===== src/rtl/fetch_sequencer_pkg.sv =====
// Shared types and constants for the fetch sequencer slice.
// Field slice positions match the 16-bit instruction format.
package fetch_sequencer_pkg;

   typedef enum logic {
      FETCH = 1'b0,
      IMM   = 1'b1
   } state_e;

   localparam int OPC_HI = 15;
   localparam int OPC_LO = 10;
   localparam int SRC_HI = 9;
   localparam int SRC_LO = 7;
   localparam int DST_HI = 6;
   localparam int DST_LO = 4;
   localparam int SH_HI  = 3;
   localparam int SH_LO  = 0;

   localparam logic [1:0] TWO_WORD_CLASS = 2'b01;

   localparam logic [31:0] DEF_RESET_PC   = 32'h0000_0000;
   localparam logic [31:0] DEF_INT_VECTOR = 32'h0000_0010;

   typedef struct packed {
      logic [5:0] opcode;
      logic [2:0] src;
      logic [2:0] dst;
      logic [3:0] shamt;
   } fields_t;

endpackage


===== src/rtl/fetch_sequencer_if.sv =====
// Fetch-side bus: instruction memory, control from later stages,
// and the decode bundle.
interface fetch_sequencer_if #(
   parameter int ADDR_W = 32
);
   logic [ADDR_W-1:0] imem_addr;
   logic [15:0]       imem_data;
   logic              stall;
   logic              redirect_valid;
   logic [ADDR_W-1:0] redirect_pc;
   logic              int_req;
   logic              int_ack;
   logic [ADDR_W-1:0] epc;
   logic              if_valid;
   logic [5:0]        if_opcode;
   logic [2:0]        if_src;
   logic [2:0]        if_dst;
   logic [3:0]        if_shamt;
   logic [15:0]       if_imm;
   logic [ADDR_W-1:0] if_pc;

   modport master (
      output imem_addr, int_ack, epc,
      output if_valid, if_opcode, if_src,
      output if_dst, if_shamt, if_imm, if_pc,
      input  imem_data, stall, redirect_valid,
      input  redirect_pc, int_req
   );

   modport slave (
      input  imem_addr, int_ack, epc,
      input  if_valid, if_opcode, if_src,
      input  if_dst, if_shamt, if_imm, if_pc,
      output imem_data, stall, redirect_valid,
      output redirect_pc, int_req
   );
endinterface


===== src/rtl/fetch_sequencer_instr_splitter.sv =====
// Combinational split of a 16-bit word into decode fields
// plus the two-word class flag.
module instr_splitter
   import fetch_sequencer_pkg::*;
(
   input  logic [15:0] word_i,
   output fields_t     fields_o,
   output logic        two_word_o
);
   assign fields_o.opcode = word_i[OPC_HI:OPC_LO];
   assign fields_o.src    = word_i[SRC_HI:SRC_LO];
   assign fields_o.dst    = word_i[DST_HI:DST_LO];
   assign fields_o.shamt  = word_i[SH_HI:SH_LO];
   assign two_word_o =
      (word_i[OPC_HI:OPC_HI-1] == TWO_WORD_CLASS);
endmodule


===== src/rtl/fetch_sequencer.sv =====
// Program counter owner and fetch sequencer: single/two-word
// assembly, stall, redirect and interrupt entry.
module fetch_sequencer
   import fetch_sequencer_pkg::*;
#(
   parameter int ADDR_W = 32,
   parameter logic [ADDR_W-1:0] RESET_PC =
      ADDR_W'(DEF_RESET_PC),
   parameter logic [ADDR_W-1:0] INT_VECTOR =
      ADDR_W'(DEF_INT_VECTOR)
) (
   input logic clk,
   input logic rst_n,
   fetch_sequencer_if.master bus
);
   state_e            state_q;
   logic [ADDR_W-1:0] pc_q;
   logic [ADDR_W-1:0] pc_inc_d;
   logic [15:0]       hold_word_q;
   logic [ADDR_W-1:0] hold_pc_q;
   logic              valid_q;
   fields_t           fields_q;
   logic [15:0]       imm_q;
   logic [ADDR_W-1:0] if_pc_q;
   logic [ADDR_W-1:0] epc_q;
   logic              ack_q;

   fields_t mem_f;
   logic    mem_two;
   fields_t hold_f;
   logic    hold_two;

   instr_splitter u_split_mem (
      .word_i     (bus.imem_data),
      .fields_o   (mem_f),
      .two_word_o (mem_two)
   );

   instr_splitter u_split_hold (
      .word_i     (hold_word_q),
      .fields_o   (hold_f),
      .two_word_o (hold_two)
   );

   // modulo 2^ADDR_W: all-ones wraps to zero
   assign pc_inc_d = pc_q + ADDR_W'(1);

   always_ff @(posedge clk or negedge rst_n) begin
      if (!rst_n) begin
         state_q     <= FETCH;
         pc_q        <= RESET_PC;
         hold_word_q <= '0;
         hold_pc_q   <= '0;
         valid_q     <= 1'b0;
         fields_q    <= '0;
         imm_q       <= '0;
         if_pc_q     <= '0;
         epc_q       <= '0;
         ack_q       <= 1'b0;
      end else begin
         ack_q <= 1'b0;
         if (bus.redirect_valid) begin
            pc_q        <= bus.redirect_pc;
            state_q     <= FETCH;
            valid_q     <= 1'b0;
            hold_word_q <= '0;
            hold_pc_q   <= '0;
         end else if (bus.stall) begin
            pc_q <= pc_q;
         end else begin
            unique case (state_q)
               FETCH: begin
                  if (bus.int_req) begin
                     pc_q    <= INT_VECTOR;
                     epc_q   <= pc_q;
                     ack_q   <= 1'b1;
                     valid_q <= 1'b0;
                  end else if (mem_two) begin
                     hold_word_q <= bus.imem_data;
                     hold_pc_q   <= pc_q;
                     valid_q     <= 1'b0;
                     pc_q        <= pc_inc_d;
                     state_q     <= IMM;
                  end else begin
                     fields_q <= mem_f;
                     imm_q    <= '0;
                     if_pc_q  <= pc_q;
                     valid_q  <= 1'b1;
                     pc_q     <= pc_inc_d;
                  end
               end
               IMM: begin
                  fields_q <= hold_f;
                  imm_q    <= bus.imem_data;
                  if_pc_q  <= hold_pc_q;
                  valid_q  <= hold_two;
                  pc_q     <= pc_inc_d;
                  state_q  <= FETCH;
               end
               default: state_q <= FETCH;
            endcase
         end
      end
   end

   assign bus.imem_addr = pc_q;
   assign bus.int_ack   = ack_q;
   assign bus.epc       = epc_q;
   assign bus.if_valid  = valid_q;
   assign bus.if_opcode = fields_q.opcode;
   assign bus.if_src    = fields_q.src;
   assign bus.if_dst    = fields_q.dst;
   assign bus.if_shamt  = fields_q.shamt;
   assign bus.if_imm    = imm_q;
   assign bus.if_pc     = if_pc_q;

endmodule


===== src/flat_wrapper.sv =====
// flat-port wrapper written by rule: the top's interface ports become plain ports
module fetch_sequencer_flat import fetch_sequencer_pkg::*;
#(
   parameter int ADDR_W = 32,
   parameter logic [ADDR_W-1:0] RESET_PC =
      ADDR_W'(DEF_RESET_PC),
   parameter logic [ADDR_W-1:0] INT_VECTOR =
      ADDR_W'(DEF_INT_VECTOR)
)
  (clk, rst_n, bus_imem_addr, bus_int_ack, bus_epc, bus_if_valid, bus_if_opcode, bus_if_src, bus_if_dst, bus_if_shamt, bus_if_imm, bus_if_pc, bus_imem_data, bus_stall, bus_redirect_valid, bus_redirect_pc, bus_int_req);
  fetch_sequencer_if #(.ADDR_W(ADDR_W)) bus_i ();
  input logic clk;
  input logic rst_n;
  output wire logic [$bits(bus_i.imem_addr)-1:0] bus_imem_addr;
  output wire logic [$bits(bus_i.int_ack)-1:0] bus_int_ack;
  output wire logic [$bits(bus_i.epc)-1:0] bus_epc;
  output wire logic [$bits(bus_i.if_valid)-1:0] bus_if_valid;
  output wire logic [$bits(bus_i.if_opcode)-1:0] bus_if_opcode;
  output wire logic [$bits(bus_i.if_src)-1:0] bus_if_src;
  output wire logic [$bits(bus_i.if_dst)-1:0] bus_if_dst;
  output wire logic [$bits(bus_i.if_shamt)-1:0] bus_if_shamt;
  output wire logic [$bits(bus_i.if_imm)-1:0] bus_if_imm;
  output wire logic [$bits(bus_i.if_pc)-1:0] bus_if_pc;
  input wire logic [$bits(bus_i.imem_data)-1:0] bus_imem_data;
  input wire logic [$bits(bus_i.stall)-1:0] bus_stall;
  input wire logic [$bits(bus_i.redirect_valid)-1:0] bus_redirect_valid;
  input wire logic [$bits(bus_i.redirect_pc)-1:0] bus_redirect_pc;
  input wire logic [$bits(bus_i.int_req)-1:0] bus_int_req;
  assign bus_imem_addr = bus_i.imem_addr;
  assign bus_int_ack = bus_i.int_ack;
  assign bus_epc = bus_i.epc;
  assign bus_if_valid = bus_i.if_valid;
  assign bus_if_opcode = bus_i.if_opcode;
  assign bus_if_src = bus_i.if_src;
  assign bus_if_dst = bus_i.if_dst;
  assign bus_if_shamt = bus_i.if_shamt;
  assign bus_if_imm = bus_i.if_imm;
  assign bus_if_pc = bus_i.if_pc;
  assign bus_i.imem_data = bus_imem_data;
  assign bus_i.stall = bus_stall;
  assign bus_i.redirect_valid = bus_redirect_valid;
  assign bus_i.redirect_pc = bus_redirect_pc;
  assign bus_i.int_req = bus_int_req;
  fetch_sequencer #(.ADDR_W(ADDR_W), .RESET_PC(RESET_PC), .INT_VECTOR(INT_VECTOR)) u_core (.clk(clk), .rst_n(rst_n), .bus(bus_i));
endmodule

===== config.mk =====
export PLATFORM = sky130hd
export DESIGN_NAME = fetch_sequencer_flat
export DESIGN_NICKNAME = d
export VERILOG_FILES = /design/src/rtl/fetch_sequencer_pkg.sv /design/src/rtl/fetch_sequencer_if.sv /design/src/rtl/fetch_sequencer_instr_splitter.sv /design/src/rtl/fetch_sequencer.sv /design/src/flat_wrapper.sv
export SDC_FILE = /design/constraint.sdc
export NUM_CORES = 1
export LEC_CHECK = 0
export CORE_UTILIZATION = 46
export DETAILED_ROUTE_END_ITERATION = 16
export GPL_TIMING_DRIVEN = 0
export MAX_ROUTING_LAYER = met4
export PLACE_DENSITY = 0.77
export SYNTH_ARGS = -nofsm -noshare
export SYNTH_HDL_FRONTEND = slang
export SYNTH_SLANG_ARGS = --single-unit

===== constraint.sdc =====
create_clock -name clk -period 2 [get_ports clk]
set_input_delay 0.6 -clock clk [delete_from_list [all_inputs] [get_ports clk]]
set_output_delay 0.6 -clock clk [all_outputs]
set_load 0.01 [all_outputs]

======== Yosys cells after proc, flatten, opt, wreduce, memory -nomap -nowiden ========
Cells that the tools add are included.
storage, ports and cells
  register bits ........................... 179
  output and inout port bits .............. 130
  input port bits ......................... 53
  logic and storage cells ................. 65
operators by class
  bitwise logic cells ..................... 3
  add/subtract/negate cells ............... 1
  reductions and logical operators ........ 4
  eq/ne operators ......................... 7
  mux-type cells .......................... 37
operators by type and width
  cell                                                              count
  32-bit two-way mux                                                10
  16-bit two-way mux                                                9
  32-bit one-hot mux with 2 select lines                            2
  16-bit one-hot mux with 2 select lines                            2
  32-bit by 1-bit adder with 32-bit output (second input constant)  1
  1-bit two-way mux                                                 12
  4-bit AND reduction                                               3
  2-bit != test (second input constant)                             4
  2-bit by 1-bit == test with 1-bit output (second input constant)  2
  1-bit one-hot mux with 2 select lines                             2
  1-bit NOT                                                         3
  2-bit by 1-bit != test with 1-bit output (second input constant)  1
  2-bit nonzero test                                                1

======== Logic depth before layout (Yosys ltp) ========
  depth in word-level cells ............... 6
  depth in mapped cells ................... 9
  mapped depth without buffers ............ 6

======== Modules after synthesis ========
Synthesis repeated with hierarchy kept, for this count alone.
second synthesis, totals
  cells, all modules ...................... 833
  area total of the unflattened synthesis .. 8396.8 um2
by module, submodules not included
  module           seq. area each (um2)  cells each  area an instance (um2)  instances
  fetch_sequencer  4479.3                799         8129.0                  1
  instr_splitter   0.0                   17          133.9                   2

======== Worst setup path before layout ========
Ideal clock, no wire load.
  path kind ............................... flip-flop to flip-flop
  start point ............................. register u_core.pc_q[0], in the netlist u_core.bus.imem_addr[0]
  end point ............................... register u_core.pc_q[24], in the netlist u_core.bus.imem_addr[24]
  period minus slack after synthesis ...... 2.213 ns
  arrival ................................. 2.087 ns
  path slack .............................. -0.213 ns
  cell stages (with the launch flop) ...... 8
  library setup time ...................... 0.126 ns
  data required time ...................... 1.874 ns
  cell sequence ........................... dfrtp_1 -> ha_1 -> and3_2 -> nand4_4 -> or3_1 -> buf_2 -> o31a_1 -> a221o_1
on the way
  word-level cells in the longest chain between the ends .. 5
ends and longest elaborated chain
  item                                        RTL line               source
  start: declaration                          fetch_sequencer.sv:17  logic [ADDR_W-1:0] pc_q;
  start signal: assignment                    fetch_sequencer.sv:63  pc_q <= bus.redirect_pc;
  start signal: assignment                    fetch_sequencer.sv:69  pc_q <= pc_q;
  start signal: assignment                    fetch_sequencer.sv:82  pc_q <= pc_inc_d;
  32-bit by 1-bit adder with 32-bit output *  fetch_sequencer.sv:46  assign pc_inc_d = pc_q + ADDR_W'(1);
  32-bit two-way mux                          fetch_sequencer.sv:73  if (bus.int_req) begin
  32-bit one-hot mux with 2 select lines *    fetch_sequencer.sv:71  unique case (state_q)
  32-bit two-way mux *                        fetch_sequencer.sv:68  end else if (bus.stall) begin
  32-bit two-way mux *                        fetch_sequencer.sv:62  if (bus.redirect_valid) begin
Mark *: on every way between the ends. The rest lies on a longest branch, timed or not. The select of a mux whose other input is x is not followed.
A chain may end at the register's enable or synchronous reset.

======== Final worst setup path ========
  start point ............................. register u_core.pc_q[26], in the netlist u_core.bus.imem_addr[26]
  end point ............................... output port bus_imem_addr[26]
RTL lines
  item              RTL line            source
  end: declaration  flat_wrapper.sv:14  output wire logic [$bits(bus_i.imem_addr)-1:0] bus_imem_addr;
No word-level cell between the ends.

==> results.tsv <==
metric	value	unit
status	completed	
drive_gt1_share	18.5	%
power.density	890	nW/µm²
ys_ff_latch	179	
critPathCaptureType	output pin	
reg2reg_setup_slack	0.06	ns
path_cells	clkdlybuf4s50_1	
insertion_delay	0.44	ns
hold_viol_final	0	
syn_inst	841	
cts_tree	done	
cap_violations	0	
coreArea	17400	µm²
final_antenna_net_count	0	
track_usage	28.8	%
post_drt_wl_per_cell	19.1	µm
period_minus_slack	1.98	ns
io_buffer_count	181	
hp-class	in2async	
antenna_found_initial	0	
ys_async_sr_fraction	100	%
ir_drop	0.000645	V
h-tree-depth	4	
synth_area	8290	µm²
worstPathMaxFanout	2	
tightest_slew	0.723	ns
first_global_vias	7251	
start_util	47.6	%
ys_seq_area_share	54.1	%
finalSetupViolations	0	
die_w	136	µm
rsz0062_at_grt	yes	
gp_congestion	0.927	
dp_hpwl	16.7	mm
nets	1138	
critPathKind	reg2out	
clock-sinks	179	
cp_top_family	buffers and inverters	
synth_edf_count	0	
grt_pass1_wl	39.1	mm
fp.dieH	136	µm
grt_max_degree	91	
skew	0.00723	ns
root_buffer	clkbuf_16	
worstReg2RegEnd	u_core.bus.imem_addr[19]	
drc	0	
whs	0.157	ns
syn_avg_cell_area	9.85	µm²
crit_slowest_cell	clkdlybuf4s50_1	
synth_top_area_share	54.1	%
cts_made_buffers	17	
leakage	0.00509	µW
routed_wl	25.2	mm
ff2ff_path_depth	7	
cp_slowest_stage_delay	0.54	ns
slew_headroom	51.8	%
slew_viol_final	0	
fin_area	11600	µm²
cts-hold-fix-buffers	0	
cts_buffer_depth	2	
post-route-period-util	98.9	%
place_area	10500	µm²
rows	48	
crit_cells	1	
ys_top_cells_by_area	dfrtp_1 54%, nand2_1 9.5%, mux2i_1 6.2%	
crit_required	1.40	ns
first_pass_iters	6	
final_util	66.7	%
ys.flop_type	dfrtp_1	
num_io_pins	183	
yosys.area.top_type	dfrtp_1	
layout_setup_ws	0.0229	ns
synth_nets	895	
area_growth	40.2	%
antenna_cells	0	
r2r_start	u_core.bus.imem_addr[2]	
worst_ep_arrival_time	1.38	ns
cp_num_buf_inv	1	
grt_overflow	0	
avgViaCountPerCell	5.67	
yosysWarnings	0	
drt_iter0_markers	727	
clk_pin_slew	0.07	ns
die_area	18600	µm²
place_worst_setup_slack	-1.55	ns
fmax	0.506	GHz
ys_types	58	
dr_total_vias	7480	
cp-start-kind	flop	
power	10300	µW
synthesized netlist by cell type, types with 7 or more instances:
cell,number
nand3_1,26
clkbuf_1,52
mux2_2,32
nand2_1,209
a21oi_1,68
buf_2,7
nor3_1,13
dfrtp_1,179
inv_1,7
o21a_1,7
and3_1,7
nand4_1,8
o21ai_0,68
nor2_1,13
mux2i_1,51
layer usage:
layer  routed length (µm)  global-route usage, %
met1                10900                   39.1
met4                  445                   9.69
met2                11800                   44.0
met5                    0                      -
met3                 2000                   4.66
through the flow:
stage | TNS [ns] | cells
floorplan | -0.0140 | 841
global placement | -1441.50 | 1247
detailed placement | -167.19 | 1248
CTS | -0.000368 | 1319
global route | -0.0212 | 1320
finish | 0 | 1320
cells by family (layout without fill, tap and decap cells):
logic type | count (synthesis) | count (layout) | synth area share (%)
simple gates | 306 | 306 | 16.4
fa+ha+maj | 1 | 1 | 0.151
mux | 83 | 83 | 10.5
compound gates | 191 | 191 | 13.7
flops | 179 | 179 | 54.1
buf+inv | 81 | 335 | 5.12
power breakdown:
| part | leakage [µW] | switching [µW] | total, µW | internal, µW |
|---|---|---|---|---|
| combinational | 0.00250 | 1110 | 2400 | 1290 |
| clock | 0.000301 | 1400 | 3570 | 2170 |
| sequential | 0.00228 | 289 | 4370 | 4080 |
| total | 0.00509 | 2800 | 10300 | 7540 |
registers in the layout (all words and copies together) (netlist names), 4 cells and up:
register,cells
u_core.bus.epc,32
u_core.hold_word_q,16
u_core.bus.if_imm,16
u_core.bus.if_opcode,6
u_core.hold_pc_q,32
u_core.bus.if_pc,32
u_core.bus.imem_addr,32
u_core.bus.if_shamt,4
worst max-delay path by stage:
stage / from / slack (ns) / to
6_report: u_core.bus.imem_addr[26] / 0.02 / bus_imem_addr[26]
5_1_grt: u_core.state_q / -0.01 / u_core.hold_pc_q[0]
4_1_cts: u_core.bus.imem_addr[0] / -0.0004 / u_core.bus.imem_addr[16]
3_5_place_dp: bus_int_req / -1.55 / u_core.bus.epc[11]
3_3_place_gp: rst_n / -7.81 / u_core.bus.imem_addr[1]
2_1_floorplan: u_core.bus.imem_addr[0] / -0.01 / u_core.bus.imem_addr[24]
what timing repair did:
action                     in CTS  in global routing
setup endpoints to repair     190                 75
resized for setup              80                 27
buffers inserted               44                  3
pin swaps                       4                  5
cloned                          0                  0
placed cells by master (no fill, tap or decap), types with 10 or more instances in the layout:
| cell | Yosys | layout |
|---|---|---|
| clkbuf_2 | 0 | 12 |
| clkbuf_1 | 52 | 30 |
| dfrtp_1 | 179 | 159 |
| nor3_1 | 13 | 11 |
| a21oi_1 | 68 | 68 |
| dlymetal6s2s_1 | 0 | 14 |
| buf_4 | 0 | 49 |
| dlygate4sd2_1 | 0 | 10 |
| mux2_2 | 32 | 32 |
| clkdlybuf4s50_1 | 0 | 155 |
| nor2_1 | 13 | 11 |
| clkbuf_8 | 6 | 10 |
| nand2_1 | 209 | 209 |
| o21ai_0 | 68 | 67 |
| dfrtp_2 | 0 | 20 |
| nand3_1 | 26 | 25 |
| mux2i_1 | 51 | 51 |
| clkbuf_16 | 0 | 17 |
layout make-up:
| class | instances | area, µm² |
|---|---|---|
| repair buffers | 229 | 2240 |
| flip-flops and latches | 179 | 4500 |
| well taps | 225 | 282 |
| clock buffers | 21 | 470 |
| multi-input cells | 581 | 3490 |
| plain buffers | 69 | 448 |
| fillers | 1374 | 5800 |
| inverters | 7 | 30.0 |
| clock inverters | 9 | 154 |
No activity file was read; power rests on OpenSTA's default activity.
